## src/rtl/binary_to_bcd_sequencer_pkg.sv

```systemverilog
// Shared definitions for the sequential binary-to-BCD converter.
package binary_to_bcd_sequencer_pkg;

  localparam int unsigned DEF_WIDTH  = 8;
  localparam int unsigned DEF_DIGITS = 3;

  typedef enum logic [1:0] {
    S_IDLE  = 2'd0,
    S_SHIFT = 2'd1,
    S_DONE  = 2'd2
  } state_t;

  // Ceiling log2, used to size the step counter.
  function automatic int unsigned bcd_clog2(input int unsigned value);
    int unsigned r;
    int unsigned v;
    r = 0;
    v = 1;
    while (v < value) begin
      v = v << 1;
      r = r + 1;
    end
    return r;
  endfunction

endpackage

```

## src/rtl/binary_to_bcd_sequencer_bcd_dabble_step.sv

```systemverilog
// One double-dabble iteration: add 3 to every BCD digit >= 5, then shift
// the combined {bcd, bin} vector left by one bit.
module bcd_dabble_step #(
  parameter int unsigned WIDTH  = 8,
  parameter int unsigned DIGITS = 3
) (
  input  logic [4*DIGITS-1:0] i_bcd,
  input  logic [WIDTH-1:0]    i_bin,
  output logic [4*DIGITS-1:0] o_bcd,
  output logic [WIDTH-1:0]    o_bin
);

  logic [4*DIGITS-1:0] w_adj;

  // Digit adjust followed by the one-bit shift of the joint register.
  always_comb begin
    w_adj = i_bcd;
    for (int unsigned d = 0; d < DIGITS; d++) begin
      if (i_bcd[4*d +: 4] >= 4'd5) begin
        w_adj[4*d +: 4] = i_bcd[4*d +: 4] + 4'd3;
      end
    end
    {o_bcd, o_bin} = {w_adj, i_bin} << 1;
  end

endmodule

```

## src/rtl/binary_to_bcd_sequencer.sv

```systemverilog
// Sequential binary-to-BCD converter, one double-dabble step per clock,
// with valid/ready handshakes on both sides.
module binary_to_bcd_sequencer
  import binary_to_bcd_sequencer_pkg::*;
#(
  parameter int unsigned WIDTH  = DEF_WIDTH,
  parameter int unsigned DIGITS = DEF_DIGITS
) (
  input  logic                clk,
  input  logic                reset,
  input  logic                in_valid,
  output logic                in_ready,
  input  logic [WIDTH-1:0]    in_data,
  output logic                out_valid,
  input  logic                out_ready,
  output logic [4*DIGITS-1:0] out_bcd,
  output logic                busy
);

  localparam int unsigned CW_RAW = bcd_clog2(WIDTH + 1);
  localparam int unsigned CW     = (CW_RAW < 1) ? 1 : CW_RAW;

  state_t              r_state;
  logic [CW-1:0]       r_count;
  logic [WIDTH-1:0]    r_bin;
  logic [4*DIGITS-1:0] r_bcd;
  logic [4*DIGITS-1:0] r_out_bcd;
  logic                r_out_valid;
  logic                r_busy;

  logic [4*DIGITS-1:0] w_bcd_next;
  logic [WIDTH-1:0]    w_bin_next;

  bcd_dabble_step #(
    .WIDTH  (WIDTH),
    .DIGITS (DIGITS)
  ) u_step (
    .i_bcd (r_bcd),
    .i_bin (r_bin),
    .o_bcd (w_bcd_next),
    .o_bin (w_bin_next)
  );

  // FSM, step counter, working registers and registered handshake outputs.
  // The finished result is copied into its own register on the last step so
  // the output holds the previous result while a new conversion is shifting.
  always_ff @(posedge clk) begin
    if (reset) begin
      r_state     <= S_IDLE;
      r_count     <= '0;
      r_bin       <= '0;
      r_bcd       <= '0;
      r_out_bcd   <= '0;
      r_out_valid <= 1'b0;
      r_busy      <= 1'b0;
    end else begin
      case (r_state)
        S_IDLE: begin
          if (in_valid) begin
            r_bin   <= in_data;
            r_bcd   <= '0;
            r_count <= CW'(WIDTH);
            r_busy  <= 1'b1;
            r_state <= S_SHIFT;
          end
        end
        S_SHIFT: begin
          r_bcd   <= w_bcd_next;
          r_bin   <= w_bin_next;
          r_count <= r_count - CW'(1);
          if (r_count == CW'(1)) begin
            r_out_bcd   <= w_bcd_next;
            r_out_valid <= 1'b1;
            r_busy      <= 1'b0;
            r_state     <= S_DONE;
          end
        end
        S_DONE: begin
          if (out_ready) begin
            r_out_valid <= 1'b0;
            if (in_valid) begin
              r_bin   <= in_data;
              r_bcd   <= '0;
              r_count <= CW'(WIDTH);
              r_busy  <= 1'b1;
              r_state <= S_SHIFT;
            end else begin
              r_state <= S_IDLE;
            end
          end
        end
        default: begin
          r_state     <= S_IDLE;
          r_out_valid <= 1'b0;
          r_busy      <= 1'b0;
        end
      endcase
    end
  end

  // Input side may accept while the current result is being taken.
  always_comb begin
    in_ready = (r_state == S_IDLE) || ((r_state == S_DONE) && out_ready);
  end

  assign out_valid = r_out_valid;
  assign out_bcd   = r_out_bcd;
  assign busy      = r_busy;

endmodule

```

## config.mk

```make
export PLATFORM = sky130hd
export DESIGN_NAME = binary_to_bcd_sequencer
export DESIGN_NICKNAME = d
export VERILOG_FILES = /design/src/rtl/binary_to_bcd_sequencer_pkg.sv /design/src/rtl/binary_to_bcd_sequencer_bcd_dabble_step.sv /design/src/rtl/binary_to_bcd_sequencer.sv
export SDC_FILE = /design/constraint.sdc
export NUM_CORES = 1
export LEC_CHECK = 0
export ABC_AREA = 1
export BUFFER_PORTS_ARGS = -buffer_cell sky130_fd_sc_hd__buf_2
export CAP_MARGIN = 20
export CORE_MARGIN = 1.5
export CORE_UTILIZATION = 56
export DETAILED_ROUTE_END_ITERATION = 16
export GPL_ROUTABILITY_DRIVEN = 1
export PLACE_DENSITY = 0.82
export SKIP_CTS_REPAIR_TIMING = 1
export SYNTH_ARGS = -nofsm -noshare
export SYNTH_HDL_FRONTEND = slang
export SYNTH_SLANG_ARGS = --single-unit
```

## constraint.sdc

```tcl
create_clock -name clk -period 1.5 [get_ports clk]
set_input_delay 0.15 -clock clk [delete_from_list [all_inputs] [get_ports clk]]
set_output_delay 0.15 -clock clk [all_outputs]
set_load 0.1 [all_outputs]
```

After elaboration in Yosys (flattened, before gate mapping)
Cells that the tools add are included.
Widths: inputs -> output; s select.
{"block": "totals", "regBits": 40, "latchBits": 0, "mem_bits_rw": 0, "mem_bits_ro": 0, "out_inout_bits": 15, "mem_count": 0}
{"block": "classes", "addsub": 4, "mul": 0, "n_div": 0, "order_cmp": 3, "n_eq_ne": 6, "n_shift": 0, "muxes": 24, "n_bitwise": 1, "reduce_logical": 9}
{"operator": "$pmux 12 s3", "n": 1}
{"operator": "$mux 12", "n": 2}
{"operator": "$pmux 8 s3", "n": 1}
{"operator": "$mux 4", "n": 4}
{"operator": "$mux 8", "n": 2}
{"operator": "$ge 4x3->1 const B", "n": 3}
{"operator": "$pmux 4 s3", "n": 1}
{"operator": "$add 4x2->4 const B", "n": 2}
{"operator": "$mux 1", "n": 6}
{"operator": "$mux 2", "n": 3}
{"operator": "$ne 2x2->1 const B", "n": 3}
{"operator": "$pmux 1 s3", "n": 2}
{"operator": "$pmux 2 s3", "n": 1}
{"operator": "$reduce_and 2->1", "n": 3}
{"operator": "$reduce_and 3->1", "n": 2}
{"operator": "$eq 4x1->1 const B", "n": 1}
{"operator": "$sub 4x1->4 const B", "n": 1}
{"operator": "$add 3x2->3 const B", "n": 1}
{"operator": "$mux 3", "n": 1}
{"operator": "$reduce_bool 3->1", "n": 1}
{"operator": "$eq 2x1->1 const B", "n": 1}
{"operator": "$eq 2x2->1 const B", "n": 1}
{"operator": "$logic_not 2->1", "n": 1}
{"operator": "$logic_and 1x1->1", "n": 1}
{"operator": "other kinds (2)", "n": 2}

Longest topological paths before layout
{"block": "depth", "depth_word": 3, "ltp_mapped": 9, "mapped_depth_nobuf": 9}

Hierarchy
A second synthesis with hierarchy kept.
{"block": "unflattened", "cells_unflattened": 294, "area_unflattened_um2": 2050.7}
{"mod": "binary_to_bcd_sequencer", "n_inst": 1, "cells_each": 221, "area_per_inst_um2": 1620.3, "seq_area_each_um2": 800.8}
{"mod": "bcd_dabble_step", "n_inst": 1, "cells_each": 73, "area_per_inst_um2": 430.4, "seq_area_each_um2": 0.0}

Least setup slack after synthesis
OpenSTA, ideal clock, no wires.
{"block": "synth_path", "kind": "reg-to-reg", "start": "register r_state[0]", "end": "register r_bin[0]", "setup_ps": 71, "arrival_ps": 2176, "required_time_ps": 1429, "setup_slack_ps": -747, "path_stages_with_launch": 4, "path_cell_list": "dfxtp_1 a21oi_1 nand3_1 a21oi_1"}
{"block": "synth_between", "elab_chain_cells": 3, "word_cells_on_any_way": 7}
{"element": "start, declared", "line_no": "binary_to_bcd_sequencer.sv:23", "text": "state_t r_state;"}
{"element": "start signal, assigned", "line_no": "binary_to_bcd_sequencer.sv:49", "text": "r_state <= S_IDLE;"}
{"element": "start signal, assigned", "line_no": "binary_to_bcd_sequencer.sv:64", "text": "r_state <= S_SHIFT;"}
{"element": "start signal, assigned", "line_no": "binary_to_bcd_sequencer.sv:75", "text": "r_state <= S_DONE;"}
{"element": "$eq 2x2->1, or another cell as far along", "line_no": "binary_to_bcd_sequencer.sv:57", "text": "case (r_state)"}
{"element": "$ne 2x2->1 (no line) / $reduce_bool 3->1 (equally long branches)"}
{"element": "$reduce_and 2->1 (no line)"}
{"element": "end signal, assigned", "line_no": "binary_to_bcd_sequencer.sv:60", "text": "r_bin <= in_data;"}
{"element": "end signal, assigned", "line_no": "binary_to_bcd_sequencer.sv:69", "text": "r_bin <= w_bin_next;"}
{"element": "end signal, assigned", "line_no": "binary_to_bcd_sequencer.sv:82", "text": "r_bin <= in_data;"}
{"element": "end, declared", "line_no": "binary_to_bcd_sequencer.sv:25", "text": "logic [WIDTH-1:0] r_bin;"}
Parallel ways exist; a longest one is shown, timed or not.
A chain may end at the register's enable or synchronous reset.

Final worst setup path
{"block": "layout_path", "start": "register r_state[0]", "end": "output port in_ready"}
{"block": "layout_between", "elab_chain_cells": 3, "word_cells_on_any_way": 4}
{"element": "$eq 2x2->1", "line_no": "binary_to_bcd_sequencer.sv:103", "text": "in_ready = (r_state == S_IDLE) || ((r_state == S_DONE) && out_ready);"}
{"element": "$logic_and 1x1->1", "line_no": "binary_to_bcd_sequencer.sv:103"}
{"element": "$logic_or 1x1->1 *", "line_no": "binary_to_bcd_sequencer.sv:103"}
{"element": "end, declared", "line_no": "binary_to_bcd_sequencer.sv:12", "text": "output logic in_ready,"}
Every way passes the cells marked *; elsewhere a longest branch is shown, timed or not.

==> impl.org <==
** Outcome
- Result of the run :: finished clean

** Setup path
- Maximum fanout along the worst path :: 5
- The critical path starts at r_state[0].
- STA classifies the critical path endpoint as an output port.
- The worst setup path is launched from a register.
- Data on the critical path is required at its endpoint by 1.35 ns.
- For the worst setup path, the data arrival time is 1.24 ns.
- R2R Path Start :: r_bcd[4]
- Critical path start-end classification :: reg -> out

** Hold path
- The worst hold path begins at in_data[0].
- Type of the tightest min-delay check :: in -> reg

** CTS
- The H-tree was split into 2 levels.
- Clk buf depth :: 2
- CTS placed an instance of sky130_fd_sc_hd__clkbuf_4 at the clock tree root.
- Clock-pin slew on the worst setup and hold paths :: 0.11 ns
- In this run, CTS created clock tree buffers numbering 5.
- TritonCTS built the clock tree.
- Counting every sink on the clock net gives 40.
- Insertion delay to the later sink of the worst-skew pair :: 0.35 ns

** Drt
- In the routed design, unresolved DRC markers number 0.
- Overall routed net length :: 3790 um
- Number of violations reported at the end of detailed-routing iteration 0 :: 82
- Summing over every cut layer, the via total after detailed routing is 1812.
- DR pass1 iterations :: 4
- After detailed routing, the number of vias per cell comes to 5.12.
- In the final routed layout, each cell accounts on average for 10.7 um.
- Remaining antenna violation count :: 0

** Timing
- Remaining max-slew budget at the tightest pin :: 0.678
- Setup repair after global routing missed its margin :: false
- Final critical delay including setup and external delays :: 1.39 ns
- Total negative slack for setup checks :: 0 ns
- Count of final setup violators :: 0
- Transition time at the pin with the least slew margin :: 0.486 ns
- Crit share post-route :: 0.924
- Static timing analysis puts the maximum clock frequency at 721 MHz.
- Number of pins with negative max-slew slack in the final report :: 0
- The worst path meets setup with 0.113 ns of slack.
- The hold violation count in the final report is 0.
- Post-Route Skew :: 0.00867 ns

** Cells and area
- Fill cell instance count of the final layout :: 290
- Number of nets at the end of the flow :: 327
- Register area :: 803 sq um
- Leaving out fill and tap cells, the most frequent cells in the layout are sky130_fd_sc_hd__nand2_1 (90), sky130_fd_sc_hd__dfxtp_1 (38), sky130_fd_sc_hd__a21oi_1 (29).
- In the final layout, the share of cells above drive strength 1 is 0.192.
- Compared with the post-synthesis result, the final layout area differs by 10.9%.
- Commonest non-fill, non-tap cell in the layout :: sky130_fd_sc_hd__nand2_1
- 0 antenna diodes ended up in the layout.
- In the final layout, the multi-input gates occupy 1020 sq um.

** Synth
- Syn_nets :: 299
- Synthesized instance count :: 279
- Counting flops and latches in the post-synthesis netlist gives 40.
- After synthesis, the mean cell area works out to 7.19 sq um.
- For this run, the register share of the synthesized area comes to 0.399.
- Yosys printed 0 warnings.
- Summing every instance area after synthesis gives 2010 sq um.
- Unique masters post-synth :: 24

** Die
- The initial utilization of the core area, before any placement, comes to 0.592.
- The die is 62.9 um wide.
- The die covers 3950 sq um.
- Top Ports :: 27
- The floorplan step defined a core boundary enclosing 3390 sq um.
- From bottom edge to top edge, the die measures 62.9 um.
- In this run the core area contains 21 standard-cell rows.

** Global routing
- Pin count of the biggest net entering global routing :: 27
- Number of global-route vias before repair :: 1533
- Global-route wire length before repair :: 6510 um
- For this run, the total global-route usage over all layers was measured as 0.205.
- Grt total ovfl :: 0
- Initial antenna violation count :: 0

** Placed design
- At the end of routability-driven placement, the weighted congestion stood at 0.914.
- Number of input and output port buffers inserted :: 26
- Final HPWL DP :: 2690 um
- At the placement stage, the worst setup path has a slack of 0.128 ns.

** Power and ir drop
- Of the total power, the share spent switching nets is 0.324.
- Internal power contribution :: 1490 uW
- The share of total power dissipated in combinational logic is 0.218.
- Net switching power :: 712 uW
- Maximum vdd drop :: 0.596 mV
- Of the total power, registers draw 0.525.
- The analysis attributes to cell leakage a power of 0.00100 uW.
- Overall power after layout :: 2200 uW
- Part of the total power dissipated in the clock network :: 0.257
- Total power per unit cell area :: 987 nW/um^2

** Flow run
- Maximum capacitance violations :: 0
## layout make-up
| class | instances | area share |
|---|---|---|
| clock buffers | 8 | 0.0264 |
| flip-flops and latches | 40 | 0.361 |
| repair buffers | 31 | 0.0821 |
| multi-input cells | 201 | 0.458 |
| well taps | 46 | 0.0259 |
| inverters | 28 | 0.0472 |
## cells by family after synthesis
kind of cell / count (synthesis) / synth area share
adder cells (fa/ha/maj): 8 / 0.0499
buffers and inverters: 38 / 0.0991
AND/OR/NAND/NOR: 138 / 0.293
flip-flops: 40 / 0.399
AO/OA/AOI/OAI: 55 / 0.159
## synthesized netlist by cell type, drive strengths merged
cell	count	share of area
a21oi	39	0.11
nor2	17	0.036
inv	28	0.052
dfxtp	40	0.40
nand3	20	0.052
nand4	6	0.019
o21ai	12	0.030
or2	2	0.0062
buf	6	0.034
ha	8	0.050
o21a	4	0.015
nand2	93	0.18
clkbuf	4	0.012
## final timing paths
| path | slack, ns | endpoint | cells after the start |
|---|---|---|---|
| max reg2reg | 0.15 | out_bcd[5] | 8 |
| max | 0.11 | in_ready | 2 |
| min | 0.08 | r_bin[0] | 3 |
| min reg2reg | 0.47 | r_bin[6] | 2 |
## sequential cells by signal (all words and copies together) (netlist names)
signal and count:
r_bcd 12, out_valid 1, busy 1, r_count 4, r_state 2, out_bcd 12
r_bin 8
## through the flow
| stage | hold slack, ns | util | area (sq um) | cells |
|---|---|---|---|---|
| after detailed placement | 0.446 | 0.638 | 2160 | 346 |
| final | 0.0815 | 0.657 | 2230 | 354 |
| after floorplan | 0.313 | - | 2020 | 279 |
| after global placement | 0.443 | 0.638 | 2160 | 346 |
| after global routing | 0.0884 | 0.657 | 2230 | 354 |
| after CTS | 0.0682 | 0.655 | 2220 | 354 |
## power groups by stage
stage / Sequential, uW / Clock, uW / Combinational [uW]
2_1_floorplan: 1270 / 0 / 313
3_3_place_gp: 1180 / 0 / 468
3_5_place_dp: 1180 / 0 / 474
4_1_cts: 1150 / 590 / 475
5_1_grt: 1160 / 631 / 525
6_report: 1150 / 565 / 478
## worst max-delay path, stage by stage (launching register included)
cell and delay, ns:
sky130_fd_sc_hd__dfxtp_1 0.40, sky130_fd_sc_hd__a21oi_4 0.14, sky130_fd_sc_hd__clkbuf_4 0.34
## per-layer routing
metal | track usage | routed length [um] | part of all wire
met1 | 0.261 | 1860 | 0.49
met4 | 0.0861 | 55 | 0.015
met5 | 0 | 0 | 0
met3 | 0.0559 | 210 | 0.055
met2 | 0.327 | 1670 | 0.44
No activity file was read; power rests on OpenSTA's default activity.
